--- src/rtl/tdm_demux4_pkg.sv ---
// Shared TDM definitions: state encodings, lane count and slot helpers.
// The matching TDM mux transmitter imports the same package.
package tdm_demux4_pkg;

    localparam int TDM_LANES = 4;
    localparam int SLOT_W    = 2;

    typedef enum logic {
        HUNT = 1'b0,
        SYNC = 1'b1
    } tdm_state_e;

    typedef logic [SLOT_W-1:0]    slot_t;
    typedef logic [TDM_LANES-1:0] lane_mask_t;

    localparam slot_t SLOT_FIRST = slot_t'(0);
    localparam slot_t SLOT_LAST  = slot_t'(TDM_LANES - 1);

    function automatic lane_mask_t slot_onehot(input slot_t s);
        lane_mask_t m;
        m = '0;
        m[s] = 1'b1;
        return m;
    endfunction

    function automatic slot_t slot_advance(input slot_t s);
        return (s == SLOT_LAST) ? SLOT_FIRST : slot_t'(s + slot_t'(1));
    endfunction

endpackage

--- src/rtl/tdm_demux4.sv ---
// Receive-side 1:4 TDM demultiplexer: locks on frame_sync, distributes beats
// round-robin onto four registered lanes with valid, frame and sync-error pulses.
//
// state | meaning
// HUNT  | no frame lock; beats dropped until one arrives with frame_sync
// SYNC  | locked; each beat lands on lane[slot], slot advances modulo 4
module tdm_demux4
    import tdm_demux4_pkg::*;
#(
    parameter int WIDTH = 1
) (
    input  logic             clk,
    input  logic             rst,
    input  logic [WIDTH-1:0] din,
    input  logic             din_valid,
    input  logic             frame_sync,
    input  logic             resync,
    output logic [WIDTH-1:0] y0,
    output logic [WIDTH-1:0] y1,
    output logic [WIDTH-1:0] y2,
    output logic [WIDTH-1:0] y3,
    output logic [3:0]       y_valid,
    output logic             frame_done,
    output logic             sync_err,
    output logic             locked
);

    tdm_state_e       state, state_nxt;
    slot_t            slot, slot_nxt;
    lane_mask_t       cap_en;
    logic             frame_done_nxt;
    logic             sync_err_nxt;
    logic [WIDTH-1:0] lane_q [TDM_LANES];

    always_ff @(posedge clk or posedge rst) begin
        if (rst) begin
            state      <= HUNT;
            slot       <= SLOT_FIRST;
            y_valid    <= '0;
            frame_done <= 1'b0;
            sync_err   <= 1'b0;
        end else begin
            state      <= state_nxt;
            slot       <= slot_nxt;
            y_valid    <= cap_en;
            frame_done <= frame_done_nxt;
            sync_err   <= sync_err_nxt;
        end
    end

    // resync outranks any beat in the same cycle; lanes are left untouched
    always_comb begin
        state_nxt      = state;
        slot_nxt       = slot;
        cap_en         = '0;
        frame_done_nxt = 1'b0;
        sync_err_nxt   = 1'b0;
        if (resync) begin
            state_nxt = HUNT;
            slot_nxt  = SLOT_FIRST;
        end else if (din_valid) begin
            case (state)
                HUNT: begin
                    if (frame_sync) begin
                        cap_en    = slot_onehot(SLOT_FIRST);
                        slot_nxt  = slot_advance(SLOT_FIRST);
                        state_nxt = SYNC;
                    end
                end
                SYNC: begin
                    if (frame_sync && (slot != SLOT_FIRST)) begin
                        // misplaced sync: abandon partial frame, restart at slot 0
                        sync_err_nxt = 1'b1;
                        cap_en       = slot_onehot(SLOT_FIRST);
                        slot_nxt     = slot_advance(SLOT_FIRST);
                    end else begin
                        cap_en         = slot_onehot(slot);
                        slot_nxt       = slot_advance(slot);
                        frame_done_nxt = (slot == SLOT_LAST);
                    end
                end
                default: begin
                    state_nxt = HUNT;
                    slot_nxt  = SLOT_FIRST;
                end
            endcase
        end
    end

    for (genvar n = 0; n < TDM_LANES; n++) begin : g_lane
        always_ff @(posedge clk or posedge rst) begin
            if (rst) begin
                lane_q[n] <= '0;
            end else if (cap_en[n]) begin
                lane_q[n] <= din;
            end
        end
    end

    assign y0     = lane_q[0];
    assign y1     = lane_q[1];
    assign y2     = lane_q[2];
    assign y3     = lane_q[3];
    assign locked = (state == SYNC);

endmodule

--- config.mk ---
export PLATFORM = sky130hd
export DESIGN_NAME = tdm_demux4
export DESIGN_NICKNAME = d
export VERILOG_FILES = /design/src/rtl/tdm_demux4_pkg.sv /design/src/rtl/tdm_demux4.sv
export SDC_FILE = /design/constraint.sdc
export NUM_CORES = 1
export LEC_CHECK = 0
export CORE_AREA = 2 2 39 41
export DETAILED_ROUTE_END_ITERATION = 16
export DIE_AREA = 0 0 41 43
export GPL_ROUTABILITY_DRIVEN = 0
export PLACE_DENSITY = 0.77
export SLEW_MARGIN = 20
export SYNTH_ARGS = -nofsm -noshare
export SYNTH_HDL_FRONTEND = slang
export SYNTH_SLANG_ARGS = --single-unit
--- constraint.sdc ---
create_clock -name clk -period 2.6 [get_ports clk]
set_input_delay 0.52 -clock clk [delete_from_list [all_inputs] [get_ports clk]]
set_output_delay 0.52 -clock clk [all_outputs]
set_load 0.1 [all_outputs]
Word level (Yosys, flattened, before mapping)
Cells that the tools add are included.
Word-level totals
  register bits after elaboration: 13
  output and inout bits: 11
  logic and storage cells: 45
Operators by class
  reduce and logical (&&, ||, !) cells: 5
  $lt $le $gt $ge: 2
  bitwise gates (word level): 1
  multiplexer cells: 25
  $add $sub $neg: 1
  equality and inequality tests: 2
Operators with widths (count)
  $mux W1: 14
  $mux W4: 3
  $mux W2: 5
  $pmux W4 S2: 1
  $pmux W2 S2: 1
  $reduce_bool A2 Y1: 2
  $lt A2 B3 Y1 const B: 1
  $ne A3 B3 Y1 const B: 1
  $add A2 B1 Y2 const B: 1
  $demux W1 S2: 1
  $eq A2 B2 Y1 const B: 1
  $ge A2 B1 Y1 const B: 1
  $logic_and A1 B1 Y1: 2
  $reduce_and A2 Y1: 1
  $not A1 Y1: 1

Longest topological paths before layout
Gate-level depths: netlist (run 1).
  word-level depth: 8
  depth in mapped cells: 5
  depth with buffers taken out: 5

Worst setup path after synthesis (run 1)
Ideal clock, no wire load.
  path type: register -> register
  from: register state (netlist: locked)
  to: register lane_q (netlist bit y1)
  data required time: 2472 ps
  slack: 608 ps
  cell stages (with the launch flop): 4
  arrival time: 1864 ps
  library setup time: 128 ps
  buffers on the path: 0
  period minus slack after synthesis: 1992 ps
  cells stage by stage: dfrtp_1 nand2_2 nor4b_4 mux2_1
Between the ends
  cells in the longest elaborated chain, start to end: 4
Ends and longest elaborated chain
  from (decl): line tdm_demux4.sv:28  | tdm_state_e state, state_nxt;
  from (signal assigned): line tdm_demux4.sv:43  | state <= state_nxt;
  $not A1 Y1
  $pmux W4 S2 (*): line tdm_demux4.sv:62  | case (state)
  $mux W4 (*): line tdm_demux4.sv:61  | end else if (din_valid) begin
  $mux W4 (*): line tdm_demux4.sv:58  | if (resync) begin
  net cap_en[1]: line tdm_demux4.sv:30  | lane_mask_t cap_en;
  to (signal, indexed assignment): line tdm_demux4.sv:95  | lane_q[n] <= din;
  to (decl): line tdm_demux4.sv:33  | logic [WIDTH-1:0] lane_q [TDM_LANES];
The timed path passes the listed nets; every way through them passes the cells marked *.
A chain may end at the register's enable or synchronous reset.

Final worst setup path (run 1)
  from: input resync
  to: register lane_q (netlist bit y3)
Between the ends
  cells in the longest elaborated chain, start to end: 1
Ends and longest elaborated chain
  from (decl): line tdm_demux4.sv:17  | input logic resync,
  $mux W4: line tdm_demux4.sv:58
  net cap_en[3]: line tdm_demux4.sv:30
The timed path passes the listed nets, and every way through them passes these cells.

==> results of run 1 <==
[where the power goes]
part / internal, W / switching (W) / leakage, nW
Clock: 0.0000848 / 0.0000603 / 0.0210
Sequential: 0.000197 / 0.00000692 / 0.162
Combinational: 0.0000305 / 0.0000920 / 0.171
[cells in the final DEF, fill, tap and decap left out]
cell,count
dfrtp_1,12
buf_4,11
clkdlybuf4s50_1,5
mux2_1,4
ha_1,4
a21oi_1,3
inv_1,3
nor4b_4,3
clkbuf_4,3
nor2_1,2
nor3_1,2
o21ai_1,1
nand2_1,1
nand2b_1,1
nand4_1,1
nor3b_2,1
and2b_4,1
nand2_2,1
a211oi_1,1
clkbuf_8,1
[per-stage QoR]
| step | instance area, sq um | utilization | hold slack, ns | setup slack (ns) |
|---|---|---|---|---|
| finish | 757 | 0.547 | 0.495 | 0.859 |
| floorplan | 581 | - | 0.385 | 0.608 |
| CTS | 757 | 0.547 | 0.502 | 0.849 |
| global route | 757 | 0.547 | 0.509 | 0.790 |
| detailed placement | 721 | 0.521 | 0.485 | 0.568 |
| global placement | 721 | 0.521 | 0.471 | 0.582 |
[cells by family after synthesis]
group	Yosys count	synth area share
AOI/OAI and AO/OA	5	0.0474
adders and majority gates	4	0.0862
buffers and inverters	5	0.0409
DFF	12	0.517
muxes	4	0.0776
and+or+nand+nor	13	0.231
[state kept, by name (all words and copies together) (netlist names)]
register and flops:
locked 1, y1 1, slot 2, frame_done 1, y0 1, y3 1
y2 1, y_valid 3, sync_err 1
[synthesized netlist by cell type, drive strengths merged]
| cell | n |
|---|---|
| inv | 3 |
| nor4b | 3 |
| and2b | 1 |
| dfrtp | 12 |
| nor2 | 2 |
| a21oi | 3 |
| buf | 2 |
| nand4 | 1 |
| nand2 | 2 |
| nand2b | 1 |
| nor3b | 1 |
| ha | 4 |
| o21ai | 1 |
| mux2 | 4 |
| a211oi | 1 |
| nor3 | 2 |
[worst paths after layout]
| check | from | to | slack [ns] | cells after the start |
|---|---|---|---|---|
| setup reg to reg | slot[0] | y3 | 0.89 | 5 |
| hold / removal | y0 | y0 | 0.49 | 1 |
| max in group asynchronous | rst | y0 | 1.73 | 2 |
| min in group asynchronous | rst | locked | 0.56 | 2 |
| hold reg to reg | y0 | y0 | 0.49 | 1 |
| setup / recovery | resync | y3 | 0.86 | 3 |
[metal layers]
layer / vias to the layer above / global-route usage
met5: - / 0
met4: 0 / 0.0800
met3: 2 / 0.0471
met2: 10 / 0.209
met1: 178 / 0.183
li1: 182 / -
[worst max-delay path, delay by kind of cell]
kind                   cells  cell delay, ns
buffers and inverters      1            0.63
AND/OR/NAND/NOR            1            0.39
multiplexers               1            0.35
[area by class of cell]
cell class | count | area (sq um)
fill | 127 | 627
multi-input combinational | 26 | 256
inverter | 3 | 11.3
sequential | 12 | 300
timing repair buffer | 16 | 133
clock buffer | 4 | 36.3
tap | 16 | 20.0
==> summary.txt, run 1 <==
Outcome
  – Outcome: finished, final reports clean

Global route
  – Total Routing Usage GR: 0.145
  – GR Overflow Total: 0
  – First-pass GRT wire length: 1670 um
  – Antenna violations before repair: 0
  – Vias in the first global route: 375
  – Largest net degree at the start of global routing: 13

Power
  – PwrDens: 623 mW/mm^2
  – Pleak: 0.354 nW
  – Pwr Total: 0.000471 W
  – Max VDD drop: 0.382 mV

Cells and area
  – Syn-to-layout area delta: 30.4%
  – Share of cells above drive strength 1: 0.344
  – Antenna Cells: 0
  – Non-filler cells, final: 77
  – Nets@finish: 72

Yosys
  – Ys Warns: 0
  – Cells after synthesis: 43
  – Yosys top cell area share: 0.517
  – Synth unique cells: 18
  – Post-synthesis sequential area ratio: 0.517
  – Area leader, netlist: dfrtp_1
  – Syn Std Cell Area: 581 sq um
  – Syn avg cell area: 13.5 sq um
  – Synth Register Bits: 12
  – Syn nets: 53
  – Largest cells by area after synthesis: dfrtp_1 52%, nor4b_4 12%, ha_1 8.6%

Setup path
  – CP arrival: 1.89 ns
  – Critical Path Sink Type: register
  – CP max-delay cell: clkdlybuf4s50_1
  – CP Cell Sequence: clkdlybuf4s50_1 -> nor4b_4 -> mux2_1
  – Worst Path Required: 2.75 ns
  – Crit path kind: in -> reg
  – CP Launch Type: input pin
  – Slowest stage delay, CP: 0.63 ns
  – CP Max Fanout: 8

Clocking
  – Clock sink total: 12
  – Max Root-Sink Buffers: 2
  – Num CTS Buffers: 3
  – CTS root buf: clkbuf_4
  – Post-cts hold buffer count: 0
  – Clock H-tree levels: 1
  – Clock slew at reported path FFs: 0.07 ns
  – Clk_lat worst skew: 0.26 ns
  – CTS resizes: 0
  – CTS tree: yes
  – Postcts setup bufs: 0

Timing
  – Final Cycle Share: 0.669
  – Final hold violation count: 0
  – Setup TNS: 0 ns
  – Max-slew headroom: 0.695
  – Slew @ Worst Pin: 0.456 ns
  – Max Fclk: 574 MHz
  – Worst clock skew: 0.00482 ns
  – Final min period: 1.74 ns
  – Finish-stage setup viols: 0
  – Fin. max-slew vios: 0
  – RSZ-0062 raised after global routing: no

Floorplanning
  – Die ar.: 0.00176 sq mm
  – Placement Rows: 14
  – Area of the core: 0.00138 sq mm
  – Die H: 43 um
  – Die W: 41 um
  – Initial core utilization: 0.420
  – Ports: 17

Placement
  – Number of port buffers: 16
  – DP HPWL: 757 um
  – DP Cell Count: 73

Min path
  – Worst Hold Class: reg -> reg

Routing
  – DRT met1 WL: 418 um
  – Initial DRC count: 6
  – WL final: 973 um
  – Met2 wire length: 484 um
  – DRC Markers: 0
  – Via count: 372
  – Vias per inst: 4.83
  – DR WL/cell: 12.6 um
  – DR pass1 iterations: 3
  – Top Metal Used: met4
  – Met3 WL: 49 um
  – Antenna Nets Post-Route: 0

Run
  – Max cap viols: 0
Note: power is estimated with default switching activity, not from simulation.
==> inputs of run 2 (changes only) <==
Settings changed: CORE_AREA 2 2 39 41 to not set, CORE_MARGIN set to 2, CORE_UTILIZATION set to 44, DIE_AREA 0 0 41 43 to not set.
Clock period 2.6 ns to 1.75 ns, I/O delays scaled along.
==> run 2 against run 1 <==
Compared with the run above: critical path depth increased by 2; cell count increased by 6.5%; global-route usage is 5.9 points higher; sequential share of layout area fell by 8.2 points; via count increased by 14%; setup slack lost 0.79 ns; die area decreased by 7.8%; largest cell class is now buffers; combinational power grew 89%; register-to-register slack got worse by 0.82 ns; sequential power up 52%; total power grew 61%; first-iteration DRC count is 67% higher.
==> summary.txt, run 2 (synthesis gave the netlist of run 1 again) <==
Timing
  – Slew @ Worst Pin: 0.448 ns
  – Fin. max-slew vios: 0
  – Setup TNS: 0 ns
  – RSZ-0062 raised after global routing: no
  – Max Fclk: 594 MHz
  – Final Cycle Share: 0.962
  – Max-slew headroom: 0.701
  – Worst clock skew: 0.00671 ns
  – Finish-stage setup viols: 0
  – Final min period: 1.68 ns
  – Final hold violation count: 0

Routing
  – Via count: 423
  – Vias per inst: 5.16
  – DRC Markers: 0
  – WL final: 1230 um
  – Antenna Nets Post-Route: 0
  – DR pass1 iterations: 4
  – DR WL/cell: 15.0 um
  – Initial DRC count: 10

Min path
  – Worst Hold Class: in -> async

Placement
  – DP HPWL: 1020 um
  – DP Cell Count: 76
  – Number of port buffers: 16

Power
  – Clk network pwr share: 0.287
  – PwrDens: 794 mW/mm^2
  – Switch Pwr: 0.000252 W
  – Sw frac: 0.331
  – Max VDD drop: 0.784 mV
  – Sequential fraction of design power: 0.408
  – Pleak: 0.419 nW
  – Gate power share: 0.305
  – Internal power: 0.000509 W

Setup path
  – Critical Path Sink Type: register
  – CP arrival: 1.85 ns
  – CP Max Fanout: 4
  – Crit path kind: reg -> reg
  – CP Launch Type: register
  – Worst Path Required: 1.91 ns

Cells and area
  – Nets@finish: 78
  – Syn-to-layout area delta: 65.1%
  – Util after Layout: 0.755
  – Antenna Cells: 0
  – Share of cells above drive strength 1: 0.463
  – Fill cell count: 81
  – Seq. cell area: 302 sq um
  – Non-filler cells, final: 82
  – Largest regs: y_valid: 3 flops, slot: 2 flops
  – Largest register FFs: 3
  – Top reg by flops: y_valid
  – Commonest non-fill, non-tap cell in the layout: buf_12
  – Most frequent cells in the layout: 12 x buf_12, 11 x dfrtp_1, 5 x clkdlybuf4s50_1, 5 x buf_4
  – Footprint of the multi-input gates: 263 sq um

Floorplanning
  – Die W: 40.3 um
  – Initial core utilization: 0.458
  – Die H: 40.3 um
  – Placement Rows: 13
  – Area of the core: 0.00127 sq mm
  – Die ar.: 0.00163 sq mm
  – Ports: 17

Clocking
  – Clock H-tree levels: 1
  – CTS root buf: clkbuf_4
  – Max Root-Sink Buffers: 2
  – Clock sink total: 12
  – Num CTS Buffers: 3
  – Clock slew at reported path FFs: 0.08 ns
  – CTS tree: yes
  – Clk_lat worst skew: 0.27 ns

Global route
  – Total Routing Usage GR: 0.205
  – Largest net degree at the start of global routing: 13
  – GR Overflow Total: 0
  – Antenna violations before repair: 0
  – First-pass GRT wire length: 1940 um
  – Vias in the first global route: 422

Run
  – Max cap viols: 0

Outcome
  – Outcome: finished, final reports clean
-- run 2: critical path, cell delays in order (launching register included) --
cell	delay (ns)
dfrtp_1	0.40
inv_2	0.08
ha_2	0.19
and2b_4	0.22
nor4b_4	0.34
mux2_4	0.34
-- run 2: stage by stage --
step	hold slack [ns]	instance area, sq um	power (W)	setup slack (ns)
4_1_cts	0.385	937	0.000764	0.00242
5_1_grt	0.415	958	0.000791	0.00126
3_3_place_gp	0.542	901	0.000539	0.0177
2_1_floorplan	0.215	582	0.000446	0.0760
6_report	0.377	958	0.000761	0.0660
3_5_place_dp	0.546	901	0.000546	-0.0493
-- run 2: worst paths after layout --
kind	start	to	slack [ns]	depth (start not counted)
min	rst	sync_err	0.38	2
max reg2reg	slot[0]	y3	0.07	5
max	slot[0]	y3	0.07	5
min reg2reg	y0	y0	0.56	1
max in group asynchronous	rst	locked	1.04	2
min in group clk	y0	y0	0.56	1
-- run 2: layer usage --
| layer | global-route usage | wire length [um] | share of wire |
|---|---|---|---|
| met5 | 0 | 0 | 0 |
| met4 | 0.167 | 62 | 0.050 |
| met3 | 0.100 | 56 | 0.046 |
| met2 | 0.329 | 662 | 0.54 |
| met1 | 0.194 | 449 | 0.37 |
-- run 2: final cells by class --
cell class	count	area share
Clock buffer	4	0.0379
Inverter	3	0.0117
Timing Repair Buffer	22	0.342
Tap cell	15	0.0196
Sequential cell	12	0.315
Multi-Input combinational cell	26	0.274
-- run 2: power by group through the flow --
stage | clock network, W | registers [W] | logic (W)
after floorplan | 0 | 0.000404 | 0.0000417
after global placement | 0 | 0.000315 | 0.000224
after detailed placement | 0 | 0.000317 | 0.000229
after CTS | 0.000224 | 0.000311 | 0.000229
after global routing | 0.000237 | 0.000312 | 0.000242
final | 0.000219 | 0.000310 | 0.000232
-- run 2: repair_timing --
| item | in CTS | in global routing |
|---|---|---|
| hold buffers | 0 | 0 |
| setup endpoints to repair | 0 | 3 |
| resized for setup | 0 | 4 |
| setup buffers | 0 | 2 |
